**src/rtl/fetch_stage_pkg.sv**
```systemverilog
// Shared definitions for the fetch stage and the decode-stage control unit:
// fetch FSM encoding, NOP word, opcode field position and default reset PC.
package fetch_stage_pkg;

   typedef enum logic [1:0] {
      FETCH = 2'd0,
      HOLD  = 2'd1,
      DRAIN = 2'd2
   } fetchState_t;

   localparam logic [31:0] NOP_INSTR        = 32'h0000_0000;
   localparam int          OPCODE_MSB       = 31;
   localparam int          OPCODE_LSB       = 26;
   localparam logic [31:0] DEFAULT_RESET_PC = 32'h0000_0000;

   function automatic logic [5:0] opcodeOf(input logic [31:0] instr);
      return instr[OPCODE_MSB:OPCODE_LSB];
   endfunction

endpackage

```
**src/rtl/fetch_stage_ifid_reg.sv**
```systemverilog
// IF/ID pipeline register: flush beats load, load beats a valid-only bubble,
// and no request leaves everything as it was.
module ifid_reg
   import fetch_stage_pkg::*;
#(
   parameter int ADDR_W = 32
) (
   input  logic              clk,
   input  logic              rst,
   input  logic              load,
   input  logic              flush,
   input  logic              bubble,
   input  logic              loadValid,
   input  logic [31:0]       loadInstr,
   input  logic [ADDR_W-1:0] loadPc4,
   output logic              valid,
   output logic [31:0]       instr,
   output logic [ADDR_W-1:0] pc4
);

   always_ff @(posedge clk or posedge rst) begin
      if (rst) begin
         valid <= 1'b0;
         instr <= NOP_INSTR;
         pc4   <= '0;
      end else if (flush) begin
         valid <= 1'b0;
         instr <= NOP_INSTR;
      end else if (load) begin
         valid <= loadValid;
         instr <= loadInstr;
         pc4   <= loadPc4;
      end else if (bubble) begin
         // Bubble only marks the slot empty; the stale word is never consumed.
         valid <= 1'b0;
      end
   end

endmodule

```
**src/rtl/fetch_stage.sv**
```systemverilog
// Instruction-fetch stage: PC, instruction-memory handshake, one-entry skid
// buffer for words returned during a stall, and the IF/ID register.
module fetch_stage
   import fetch_stage_pkg::*;
#(
   parameter int                ADDR_W   = 32,
   parameter logic [ADDR_W-1:0] RESET_PC = ADDR_W'(DEFAULT_RESET_PC)
) (
   input  logic              clk,
   input  logic              rst,
   output logic              imem_req,
   output logic [ADDR_W-1:0] imem_addr,
   input  logic              imem_ready,
   input  logic [31:0]       imem_rdata,
   input  logic              stall,
   input  logic              redirect,
   input  logic [ADDR_W-1:0] redirect_pc,
   output logic              ifid_valid,
   output logic [31:0]       ifid_instr,
   output logic [ADDR_W-1:0] ifid_pc4,
   output logic [5:0]        ifid_opcode
);

   fetchState_t       stateReg;
   fetchState_t       stateNext;
   logic              reqEnReg;
   logic [ADDR_W-1:0] pcReg;
   logic [ADDR_W-1:0] pcPlus4;
   logic [ADDR_W-1:0] drainAddrReg;
   logic [31:0]       skidReg;
   logic              skidValidReg;

   logic              ifidLoad;
   logic              ifidFlush;
   logic              ifidBubble;
   logic              loadValid;
   logic [31:0]       loadInstr;
   logic              pcAdvance;
   logic              skidCapture;
   logic              drainEnter;

   assign pcPlus4 = pcReg + ADDR_W'(4);

   // State register; reqEnReg keeps the request low until the first edge after reset.
   always_ff @(posedge clk or posedge rst) begin
      if (rst) begin
         stateReg <= FETCH;
         reqEnReg <= 1'b0;
      end else begin
         stateReg <= stateNext;
         reqEnReg <= 1'b1;
      end
   end

   always_comb begin
      stateNext = stateReg;
      unique case (stateReg)
         FETCH: begin
            if (redirect)
               stateNext = (reqEnReg && !imem_ready) ? DRAIN : FETCH;
            else if (reqEnReg && imem_ready && stall)
               stateNext = HOLD;
         end
         HOLD: begin
            if (redirect || !stall)
               stateNext = FETCH;
         end
         DRAIN: begin
            // A redirect here only retargets the PC; the old request must finish.
            if (imem_ready)
               stateNext = FETCH;
         end
         default: stateNext = FETCH;
      endcase
   end

   always_comb begin
      imem_req    = 1'b0;
      imem_addr   = pcReg;
      ifidLoad    = 1'b0;
      ifidFlush   = redirect;
      ifidBubble  = 1'b0;
      loadValid   = 1'b1;
      loadInstr   = imem_rdata;
      pcAdvance   = 1'b0;
      skidCapture = 1'b0;
      unique case (stateReg)
         FETCH: begin
            imem_req = reqEnReg;
            if (reqEnReg && !redirect) begin
               if (imem_ready && !stall) begin
                  ifidLoad  = 1'b1;
                  pcAdvance = 1'b1;
               end else if (imem_ready) begin
                  skidCapture = 1'b1;
               end else if (!stall) begin
                  ifidBubble = 1'b1;
               end
            end
         end
         HOLD: begin
            if (!redirect && !stall) begin
               ifidLoad  = 1'b1;
               loadInstr = skidReg;
               loadValid = skidValidReg;
               pcAdvance = 1'b1;
            end
         end
         DRAIN: begin
            imem_req  = 1'b1;
            imem_addr = drainAddrReg;
         end
         default: begin
            imem_req = 1'b0;
         end
      endcase
   end

   assign drainEnter = (stateReg == FETCH) && (stateNext == DRAIN);

   always_ff @(posedge clk or posedge rst) begin
      if (rst) begin
         pcReg        <= RESET_PC;
         drainAddrReg <= '0;
         skidReg      <= NOP_INSTR;
         skidValidReg <= 1'b0;
      end else begin
         if (redirect)
            pcReg <= redirect_pc;
         else if (pcAdvance)
            pcReg <= pcPlus4;

         if (drainEnter)
            drainAddrReg <= pcReg;

         if (redirect) begin
            skidValidReg <= 1'b0;
         end else if (skidCapture) begin
            skidReg      <= imem_rdata;
            skidValidReg <= 1'b1;
         end else if (ifidLoad && stateReg == HOLD) begin
            skidValidReg <= 1'b0;
         end
      end
   end

   ifid_reg #(
      .ADDR_W (ADDR_W)
   ) u_ifid (
      .clk       (clk),
      .rst       (rst),
      .load      (ifidLoad),
      .flush     (ifidFlush),
      .bubble    (ifidBubble),
      .loadValid (loadValid),
      .loadInstr (loadInstr),
      .loadPc4   (pcPlus4),
      .valid     (ifid_valid),
      .instr     (ifid_instr),
      .pc4       (ifid_pc4)
   );

   assign ifid_opcode = opcodeOf(ifid_instr);

endmodule

```
**config.mk**
```make
export PLATFORM = sky130hd
export DESIGN_NAME = fetch_stage
export DESIGN_NICKNAME = d
export VERILOG_FILES = /design/src/rtl/fetch_stage_pkg.sv /design/src/rtl/fetch_stage_ifid_reg.sv /design/src/rtl/fetch_stage.sv
export SDC_FILE = /design/constraint.sdc
export NUM_CORES = 1
export LEC_CHECK = 0
export BUFFER_PORTS_ARGS = -buffer_cell sky130_fd_sc_hd__clkbuf_2
export CAP_MARGIN = 0
export CORE_MARGIN = 4
export CORE_UTILIZATION = 30
export DETAILED_ROUTE_END_ITERATION = 6
export HOLD_SLACK_MARGIN = 0.06
export SLEW_MARGIN = 20
export SYNTH_ARGS = -nofsm -noshare
export SYNTH_HDL_FRONTEND = slang
export SYNTH_SLANG_ARGS = --single-unit
```
**constraint.sdc**
```tcl
create_clock -name clk -period 6.1 [get_ports clk]
set_clock_uncertainty 0.15 [all_clocks]
set_input_delay 0.915 -clock clk [delete_from_list [all_inputs] [get_ports clk]]
set_output_delay 0.915 -clock clk [all_outputs]
set_load 0.005 [all_outputs]
```
### Word level (Yosys, flattened, before mapping)

Cells that the tools add are included.

* flip-flop bits (word level): 165
* latch bits: 0
* bits in writable memories: 0
* bits in read-only memories: 0
* bits of input ports: 69
* output and inout port bits: 104
* memories kept: 0

* add/sub/neg operators: 1
* multipliers: 0
* divide/modulo/power cells: 0
* magnitude comparators: 0
* eq/ne operators: 3
* shifts and indexed selects: 0
* muxes and demuxes: 35
* bitwise logic cells: 1
* reductions and logical operators: 18

Operator list (count)
* 2-to-1 mux 32 bit: 7
* adder 32 x 3 -> 32 bit, second input constant: 1
* 2-to-1 mux 1 bit: 20
* 2-to-1 mux 2 bit: 5
* logical AND 1 bit: 8
* one-hot mux 2 bit (3 select lines): 1
* nonzero test 3 bit: 2
* equality test 2 bit, second input constant: 2
* one-hot mux 1 bit (2 select lines): 2
* AND reduction 2 bit: 2
* zero test 1 bit: 3
* equality test 2 x 1 -> 1 bit, second input constant: 1
* zero test 2 bit: 1
* nonzero test 2 bit: 1
* logical OR 1 bit: 1
* NOT 1 bit: 1

### Longest topological paths before layout

* word-level depth: 9
* mapped depth: 8
* gate-level depth less buffers: 6

### Cells and area by module

From an unflattened synthesis, not the netlist that was laid out.

* cells, all modules: 675
* area total of the unflattened synthesis: 8344.3 um^2

By module, submodules not included
* fetch_stage: times used 1, cells an instance 498, area an instance 5686.7 um^2, seq. area each 2502.4 um^2
* ifid_reg: times used 1, cells an instance 177, area an instance 2657.5 um^2, seq. area each 1626.6 um^2

### Worst setup path before layout

Ideal clock, no wire load.

* path kind: register -> output
* start: register stateReg[1]
* end: output port imem_addr[10]
* arrival time: 1512 ps
* slack: 3523 ps
* stages on the path, launching flop included: 5
* path buffers: 2
* path through: dfrtp_1 -> nor2b_1 -> clkbuf_1 -> clkbuf_1 -> mux2_2

* word-level cells in the longest chain between the ends: 2

Ends and longest elaborated chain
* start, declared: line fetch_stage.sv:24 `fetchState_t stateReg;`
* start signal, assigned: line fetch_stage.sv:50 `stateReg <= stateNext;`
* equality test 2 bit: line fetch_stage.sv:87 `unique case (stateReg)`
* 2-to-1 mux 32 bit: line fetch_stage.sv:87
* end, declared: line fetch_stage.sv:12 `output logic [ADDR_W-1:0] imem_addr,`

Every way passes these cells.

### Worst setup path after layout

* start: register stateReg[1]
* end: output port imem_addr[15]

The elaborated chain is that of the path after synthesis.

==> impl_metrics.ini <==
[synth]
syn_avg_cell_area_um2 = 11.0
netlist_instances = 698
ys_types = 44
yosys_warnings = 0
syn_nets = 768
ys_seq_area_frac = 0.539
ys_seq_elements = 165
syn_area_mm2 = 0.00767

[setup_path]
worstSetupPathType = register to primary output
slowest_delay_ns = 0.45
crit_buf_inv = 2
critical-path-top-delay-family = buffers and inverters
end_kind = primary output
crit_arrival_ns = 2.04
crit_fanout = 35
start_kind = register
path_cells = nor2b_4 > buf_4 > mux2_2 > clkbuf_2
cpMaxStageDelayCell = buf_4
required_ns = 5.03

[drt]
first_pass_iters = 4
wl_per_cell_um = 17.7
num_vias = 5791
ant_nets = 0
drc_errors = 0
viasPerCell = 4.93
route.final.wire_length_mm = 20.8
first_iter_violations = 394

[cells_and_area]
drive_gt1_frac = 0.384
diodes = 0
fin_cells = 1174
stdcell_area_mm2 = 0.00930
layout.nets = 901
syn_to_final_growth_pct = 21.3

[grt]
grt-ovfl-total = 0
first_global_vias = 5741
track_usage = 0.147
antenna_found_initial = 0
grt_start_max_net_pins = 100
grt_pass1_wl_mm = 33.1

[job]
max_cap_violations = 0

[timing]
grt_setup_unrepaired = false
fin_tns_setup_ns = 0
fin_crit_ns = 3.11
post-route-period-util = 0.509
fmax_mhz = 322
worstMarginPinSlew_ns = 1.04
finalHoldViolations = 0
slew_headroom = 0.304
drv_slew = 0
setup_viol_count_final = 0

[place]
dpl_cell_area_mm2 = 0.00871
port_buffers = 172
place_congestion = 0.758
dp_hpwl_mm = 13.7
dp_cells = 1142

[floorplanning]
dieHeight_um = 168
rows = 58
start_util = 0.304
pin_count = 173
die_area_mm2 = 0.0282
core_mm2 = 0.0252
die-width_um = 168

[cts]
postCtsHoldBufs = 0
clk_pin_slew_ns = 0.07
cts.sinks = 165
clk_latency_ns = 0.43
cts_buffers = 17
clk_path_buf_depth = 2
cts_resized = 0
cts_tree = done
post-cts-setup-buffers = 0
htreeDepth = 4
cts_root_buf = clkbuf_16

[outcome]
outcome = finished, final reports clean

[power_and_ir_drop]
p_total_mw = 3.04
pwr_density_cell_mw_per_mm2 = 327
ir_drop_v = 0.000132
power.leakage_nw = 4.23

[min_path]
hold_class = register to register
==> final cells by class <==
type,count,area [µm²]
sequential,165,4130
clock buffer,18,439
tap,330,413
multi-input combinational,460,3210
fill,2513,15900
inverter,6,27.5
timing repair buffer,181,928
clock inverter,14,151
==> routing by layer <==
metal / track usage / part of all wire / vias up
met4: 0.0371 / 0.011 / 0
met5: 0 / 0 / -
li1: - / - / 2759
met2: 0.230 / 0.46 / 139
met3: 0.0446 / 0.061 / 15
met1: 0.201 / 0.47 / 2878
==> layout by cell type (no fill, tap or decap), drive strengths merged, types with 10 or more instances in the layout <==
cell type / synthesis / layout
a22oi: 14 / 14
clkbuf: 35 / 190
dfrtp: 165 / 165
mux2: 96 / 96
nand2: 72 / 72
nand3: 44 / 44
nand4: 12 / 12
nor2: 10 / 10
o21ai: 91 / 91
o22ai: 31 / 31
xnor2: 15 / 15
xor2: 17 / 17
==> worst paths after layout <==
path / startpoint / end / slack (ns) / cells after the start
max reg2reg: stateReg[0] / pcReg[8] / 3.22 / 5
max: stateReg[1] / imem_addr[15] / 2.99 / 4
min: u_ifid.pc4[28] / u_ifid.pc4[28] / 0.33 / 2
min in group asynchronous: rst / u_ifid.pc4[3] / 0.40 / 2
min reg2reg: u_ifid.pc4[28] / u_ifid.pc4[28] / 0.33 / 2
max in group asynchronous: rst / u_ifid.instr[2] / 4.00 / 3
==> sequential cells by signal (all words and copies together), names as in the netlist <==
signal and cells:
drainAddrReg 32, stateReg 2, u_ifid.valid 1, u_ifid.pc4 32
skidValidReg 1, pcReg 32, skidReg 32, u_ifid.instr 32
reqEnReg 1
==> report_power, final <==
part           switching, mW  internal [mW]  leakage, nW
combinational          0.234          0.268         1.86
clock                  0.475          0.618        0.287
sequential             0.140           1.30         2.08
total                  0.850           2.19         4.23
==> synthesized netlist by cell type <==
| library cell | instances | area share |
|---|---|---|
| nor4b_4 | 1 | 0.0031 |
| nor2_1 | 10 | 0.0049 |
| clkbuf_2 | 1 | 0.00065 |
| xor2_1 | 17 | 0.019 |
| buf_4 | 9 | 0.0088 |
| nor4_2 | 2 | 0.0033 |
| buf_2 | 15 | 0.0098 |
| nor4_1 | 4 | 0.0033 |
| dfrtp_1 | 165 | 0.54 |
| and3_1 | 7 | 0.0057 |
| nor4_4 | 1 | 0.0028 |
| o22ai_1 | 31 | 0.025 |
| o21ai_1 | 16 | 0.010 |
| nand3_2 | 1 | 0.0013 |
| buf_6 | 3 | 0.0044 |
| mux2i_1 | 1 | 0.0013 |
| and4_1 | 3 | 0.0034 |
| a21oi_1 | 4 | 0.0026 |
| inv_2 | 1 | 0.00049 |
| a221o_1 | 7 | 0.0091 |
| o211ai_1 | 3 | 0.0029 |
| nand2b_1 | 2 | 0.0016 |
| or3_1 | 2 | 0.0016 |
| mux2_2 | 96 | 0.14 |
| nand4_2 | 1 | 0.0016 |
| nand2_1 | 72 | 0.035 |
| buf_1 | 5 | 0.0024 |
| a21o_1 | 1 | 0.00098 |
| nand4_1 | 11 | 0.0090 |
| nor3_1 | 7 | 0.0046 |
| o21ai_0 | 75 | 0.049 |
| a22oi_1 | 14 | 0.014 |
| ha_1 | 1 | 0.0016 |
| o311ai_0 | 1 | 0.0011 |
| nor2b_1 | 2 | 0.0016 |
| nand3_1 | 43 | 0.028 |
| or2_2 | 1 | 0.00082 |
| or4_4 | 1 | 0.0015 |
| inv_1 | 5 | 0.0024 |
| o221ai_1 | 1 | 0.0011 |
| conb_1 | 1 | 0.00049 |
| nor3b_1 | 5 | 0.0049 |
| xnor2_1 | 15 | 0.017 |
| clkbuf_1 | 34 | 0.017 |
==> worst min-delay path, stage by stage (launching register included) <==
cell	delay (ns)
dfrtp_1	0.34
nand2_1	0.04
o21ai_0	0.06
==> per-stage QoR <==
stage	hold slack, ns	utilization	setup WS [ns]
finish	0.329	0.369	2.99
floorplan	0.300	-	0.573
global placement	0.313	0.346	2.67
global route	0.354	0.369	2.84
CTS	0.335	0.369	2.91
detailed placement	0.319	0.346	2.64
==> kinds of logic after synthesis <==
group,Yosys count,share of synthesized area
buffers and inverters,73,0.0457
AND/OR/NAND/NOR,176,0.118
AO/OA/AOI/OAI,153,0.116
flip-flops,165,0.539
XOR/XNOR,32,0.0366
multiplexers,97,0.142
other,1,0.000489
adder cells (fa/ha/maj),1,0.00163
No activity file was read; power rests on OpenSTA's default activity.
